==> src/rtl/isa_pkg.sv <==
// Shared ISA definitions for the 24-bit instruction format.
// Used by both the encoder/loader and the decoder.
package isa_pkg;

    localparam int OP_W  = 4;
    localparam int REG_W = 4;
    localparam int HDR_W = OP_W + REG_W;

    localparam logic [OP_W-1:0] OP_ALU_ADD = 4'b0000;
    localparam logic [OP_W-1:0] OP_ALU_SUB = 4'b0001;
    localparam logic [OP_W-1:0] OP_ALU_AND = 4'b0010;
    localparam logic [OP_W-1:0] OP_ALU_OR  = 4'b0011;
    localparam logic [OP_W-1:0] OP_ALU_XOR = 4'b0100;
    localparam logic [OP_W-1:0] OP_ALU_SHL = 4'b0101;
    localparam logic [OP_W-1:0] OP_ALU_SHR = 4'b0110;
    localparam logic [OP_W-1:0] OP_ALU_MUL = 4'b0111;
    localparam logic [OP_W-1:0] OP_JMP     = 4'b1000;
    localparam logic [OP_W-1:0] OP_JCC     = 4'b1001;
    localparam logic [OP_W-1:0] OP_STORE   = 4'b1100;
    localparam logic [OP_W-1:0] OP_LOAD    = 4'b1101;
    localparam logic [OP_W-1:0] OP_MEM_PC  = 4'b1111;

    typedef enum logic [1:0] {
        IDLE,
        RUN,
        DONE,
        ERR
    } state_t;

    typedef enum logic [1:0] {
        ERR_NONE       = 2'b00,
        ERR_ILLEGAL_OP = 2'b01,
        ERR_IMM_OVF    = 2'b10,
        ERR_FULL       = 2'b11
    } err_code_t;

    // Every 0xxx opcode is an ALU op; the upper half is sparsely populated.
    function automatic logic is_legal_op(input logic [OP_W-1:0] op);
        case (op)
            OP_JMP, OP_JCC, OP_STORE, OP_LOAD, OP_MEM_PC: return 1'b1;
            default: return !op[OP_W-1];
        endcase
    endfunction

endpackage

==> src/rtl/instr_field_packer.sv <==
// Combinational packing of one field set into an instruction word,
// with opcode legality and immediate range checks.
module instr_field_packer
    import isa_pkg::*;
#(
    parameter int N            = 24,
    parameter int registerSize = 32
) (
    input  logic [OP_W-1:0]         opcode,
    input  logic [REG_W-1:0]        reg_sel,
    input  logic [registerSize-1:0] imm,
    output logic [N-1:0]            word,
    output logic                    ok,
    output err_code_t               code
);

    localparam int IMM_W = N - HDR_W;

    logic illegal;
    logic ovf;

    assign word    = {opcode, reg_sel, imm[IMM_W-1:0]};
    assign illegal = !is_legal_op(opcode);
    assign ovf     = |imm[registerSize-1:IMM_W];
    assign ok      = !illegal && !ovf;

    // An illegal opcode outranks an oversized immediate.
    always_comb begin
        code = ERR_NONE;
        if (illegal) begin
            code = ERR_ILLEGAL_OP;
        end else if (ovf) begin
            code = ERR_IMM_OVF;
        end
    end

endmodule

==> src/rtl/instr_encoder_loader.sv <==
// Streams validated, packed instructions into instruction memory,
// one word per cycle, reporting completion or the first error.
module instr_encoder_loader
    import isa_pkg::*;
#(
    parameter int N            = 24,
    parameter int registerSize = 32,
    parameter int DEPTH        = 256,
    parameter int AW           = $clog2(DEPTH)
) (
    input  logic                    clk,
    input  logic                    rst,
    input  logic                    start,
    input  logic                    in_valid,
    output logic                    in_ready,
    input  logic [OP_W-1:0]         in_opcode,
    input  logic [REG_W-1:0]        in_reg,
    input  logic [registerSize-1:0] in_imm,
    input  logic                    in_last,
    output logic                    imem_we,
    output logic [AW-1:0]           imem_addr,
    output logic [N-1:0]            imem_wdata,
    output logic                    busy,
    output logic                    done,
    output logic                    err,
    output logic [1:0]              err_code,
    output logic [AW:0]             word_count
);

    state_t    state;
    state_t    state_next;
    logic [N-1:0]  word;
    logic          ok;
    err_code_t     chk_code;
    logic [AW-1:0] addr;
    logic          accept;
    logic          good;
    logic          bad;
    logic          at_top;
    logic          restart;

    instr_field_packer #(
        .N            (N),
        .registerSize (registerSize)
    ) u_packer (
        .opcode  (in_opcode),
        .reg_sel (in_reg),
        .imm     (in_imm),
        .word    (word),
        .ok      (ok),
        .code    (chk_code)
    );

    assign accept  = in_valid && in_ready;
    assign good    = accept && ok;
    assign bad     = accept && !ok;
    assign at_top  = (addr == AW'(DEPTH - 1));
    assign restart = start && ((state == IDLE) || (state == ERR));
    assign busy    = (state != IDLE);

    always_ff @(posedge clk or posedge rst) begin
        if (rst) begin
            state <= IDLE;
        end else begin
            state <= state_next;
        end
    end

    always_comb begin
        state_next = state;
        in_ready   = 1'b0;
        unique case (state)
            IDLE: begin
                if (start) state_next = RUN;
            end
            RUN: begin
                in_ready = 1'b1;
                if (bad) begin
                    state_next = ERR;
                end else if (good && in_last) begin
                    state_next = DONE;
                end else if (good && at_top) begin
                    state_next = ERR;
                end
            end
            DONE: begin
                state_next = IDLE;
            end
            ERR: begin
                if (start) state_next = RUN;
            end
            default: begin
                state_next = IDLE;
            end
        endcase
    end

    // A full image still commits its final word; only a bad field set is dropped.
    always_ff @(posedge clk or posedge rst) begin
        if (rst) begin
            addr       <= '0;
            word_count <= '0;
            imem_we    <= 1'b0;
            imem_addr  <= '0;
            imem_wdata <= '0;
            done       <= 1'b0;
            err        <= 1'b0;
            err_code   <= ERR_NONE;
        end else begin
            imem_we <= good;
            done    <= good && in_last;
            if (good) begin
                imem_addr  <= addr;
                imem_wdata <= word;
                addr       <= addr + 1'b1;
                word_count <= word_count + 1'b1;
            end
            if (restart) begin
                addr       <= '0;
                word_count <= '0;
                err        <= 1'b0;
                err_code   <= ERR_NONE;
            end else if (bad) begin
                err      <= 1'b1;
                err_code <= chk_code;
            end else if (good && !in_last && at_top) begin
                err      <= 1'b1;
                err_code <= ERR_FULL;
            end
        end
    end

endmodule

==> config.mk <==
export PLATFORM = sky130hd
export DESIGN_NAME = instr_encoder_loader
export DESIGN_NICKNAME = d
export VERILOG_FILES = /design/src/rtl/isa_pkg.sv /design/src/rtl/instr_field_packer.sv /design/src/rtl/instr_encoder_loader.sv
export SDC_FILE = /design/constraint.sdc
export NUM_CORES = 1
export LEC_CHECK = 0
export ABC_AREA = 1
export BUFFER_PORTS_ARGS = -buffer_cell sky130_fd_sc_hd__buf_2
export CELL_PAD_IN_SITES_DETAIL_PLACEMENT = 1
export CELL_PAD_IN_SITES_GLOBAL_PLACEMENT = 1
export CORE_ASPECT_RATIO = 0.75
export CORE_UTILIZATION = 36
export DETAILED_ROUTE_END_ITERATION = 10
export HOLD_SLACK_MARGIN = 0.03
export PLACE_DENSITY_LB_ADDON = 0.1
export SLEW_MARGIN = 20
export SYNTH_ARGS = -nofsm -noshare
export SYNTH_HDL_FRONTEND = slang
export SYNTH_SLANG_ARGS = --single-unit
==> constraint.sdc <==
create_clock -name clk -period 2.33 [get_ports clk]
set_clock_uncertainty 0.05 [all_clocks]
set_input_delay 0.3495 -clock clk [delete_from_list [all_inputs] [get_ports clk]]
set_output_delay 0.3495 -clock clk [all_outputs]
set_load 0.02 [all_outputs]
==> flow_summary.ini <==
[power]
power.internal_mw = 1.588
power_frac_clock_pct = 28.6
swShare_pct = 32.85
ir_drop_uv = 498.6
share_comb_of_total_power_pct = 26.2
p_total_mw = 2.365
power.switching_mw = 0.7768
p_per_area_nw_per_um2 = 716.0
seqPwrFrac_pct = 45.3
p_leak_nw = 1.845

[cells_and_area]
drive_above_1_share_pct = 30.24
fin_cells = 508
syn_to_final_growth_pct = 25.24
nFillCells = 913
multiInputGateArea_um2 = 1047
ff_latch_area_um2 = 1401
fin_nets = 458
antenna_cells = 0
fin_area_um2 = 3303
final_core_util_pct = 47.45

[global_route]
grt_max_degree = 57
grt-busiest-layer = met2
use_met3_pct = 3.578
use_met1_pct = 26.65
grt_first_pass_wirelength_um = 11830
grt_use_total_pct = 19.51
grt_pass1_vias = 2443
grt-ovfl-total = 0
use_met2_pct = 32.40
grt_antenna_before_repair = 0

[route]
drt-vias-per-instance = 4.628
drc = 0
final_antenna_net_count = 0
wirelength_um = 6896
drt_iter0_markers = 81
wl_per_cell_um = 13.57
dr.pass1.iters = 4
via_count = 2351

[yosys]
ys_top_cells_by_count = nand2_1 (120), dfrtp_1 (56), inv_1 (27)
synth_top_area_share_pct = 53.13
ys_seq_elements = 56
yosysMostFrequentCell = nand2_1
synth_top_area_cell = dfrtp_1
syn-num-nets = 364
synth-edff-count = 0
yosysSeqAreaShare_pct = 53.13
netlist_instances = 315
async_flop_share_pct = 100.0
netlist_area_um2 = 2638
avgSynthCellArea_um2 = 8.373
synth_area_leaders = dfrtp_1 (53%), nand2_1 (17%), inv_1 (3.8%)
synth_top_flop_cell = dfrtp_1
yosys_warnings = 0
yosysUniqueCellTypes = 30

[sta]
finalCritPeriodShare_pct = 79.33
tns_ps = 0
grt_setup_unrepaired = false
finalSetupViolations = 0
holdWs_ps = 182.4
fin_ws_ps = 481.7
finalCriticalPeriod_ps = 1848
timing.fmax_mhz = 541.0
slew_headroom_pct = 52.23
tightest_slew_ps = 716.5
finalMaxSlewViolations = 0
hold_viol = 0

[die]
core-area_um2 = 6962
fp-row-count = 26
die_area_um2 = 7676
io_pins = 93
start_util_pct = 37.89
die_h_um = 76.13
die_w_um = 100.8

[worst_setup_path]
rrSetupSlack_ps = 480
worstSetupPathType = reg2reg
worst_setup_path_end_kind = flop
startpoint_type = flop
critical_path_required_ps = 2490
cp_max_fo = 18
critical_path_arrival_ps = 2010

[clock_tree]
clock_path_buffers = 2
cts_tree = built
clk_pin_slew_ps = 100
numCtsBuffers = 5
cts.sinks = 56
ctsHtreeMaxLevel = 2
cts_resized = 0
post-cts-setup-buffer-count = 0
cts.hold.buffers_added = 0
clock_latency_ps = 310
clock-root-buffer = clkbuf_8

[placement]
io_buffers = 92
dpl_cell_area_um2 = 3182
dp_cells = 500
place_ws_ps = 438.4
gp_congestion = 0.7648
dp_hpwl_um = 5137

[worst_hold_path]
hp-class = in2reg

[flow_run]
cap_violations = 0

[outcome]
status = completed
==> final cells by class <==
type                       instances  area share [%]
inverter                          28           3.182
multi-input combinational        220           31.70
timing repair buffer              98           15.30
sequential                        56           42.42
clock buffer                       6           2.500
tap                               98           3.712
clock inverter                     2           1.174
==> placed cells by master (no fill, tap or decap), types with 5 or more instances in the layout <==
| cell | instances |
|---|---|
| o21ai_0 | 14 |
| buf_2 | 92 |
| clkbuf_8 | 6 |
| nor2_1 | 19 |
| nand4_1 | 7 |
| inv_1 | 26 |
| nand3_1 | 17 |
| nand2_1 | 120 |
| xor2_1 | 5 |
| dfrtp_1 | 56 |
| buf_4 | 6 |
==> path summary, 6_finish.rpt <==
check / startpoint / end / depth (start not counted)
max in group asynchronous: rst / word_count[0] / 3
min reg2reg: imem_wdata[5] / imem_wdata[5] / 2
min in group asynchronous: rst / imem_wdata[9] / 3
max reg2reg: state[0] / addr[5] / 8
min: in_imm[11] / imem_wdata[11] / 3
max: state[0] / addr[5] / 8
==> layer usage <==
layer | vias up | routed length, um
li1 | 1173 | -
met1 | 1134 | 3292
met2 | 39 | 3360
met3 | 5 | 202
met4 | 0 | 41
met5 | - | 0
==> power groups by stage <==
stage,sequential (mW),clock (mW),combinational (mW)
after floorplan,1.12,0,0.379
after global placement,1.09,0,0.610
after detailed placement,1.09,0,0.622
after CTS,1.07,0.694,0.630
after global routing,1.08,0.729,0.702
final,1.07,0.676,0.619
==> critical path: stages (launching register included) <==
cell and delay, ps:
dfrtp_1 410, ha_1 270, nand2_1 180, inv_1 130
nand2_2 180, buf_4 260, nor2_1 60, o21ai_0 150
nor2_1 60
==> cells by family (layout without fill, tap and decap cells) <==
| group | after synthesis | in the layout | share of synthesized area [%] |
|---|---|---|---|
| AO/OA/AOI/OAI | 30 | 30 | 6.594 |
| XOR/XNOR | 5 | 5 | 1.660 |
| adder cells (fa/ha/maj) | 4 | 4 | 1.898 |
| buffers and inverters | 39 | 134 | 7.163 |
| flip-flops | 56 | 56 | 53.13 |
| AND/OR/NAND/NOR | 181 | 181 | 29.55 |
==> state kept, by name, indices dropped and copies added, names as in the netlist <==
register and cells:
imem_we 1, err_code 2, state 2, imem_wdata 24, imem_addr 8, word_count 9
addr 8, done 1, err 1
Note: power is estimated with default switching activity, not from simulation.
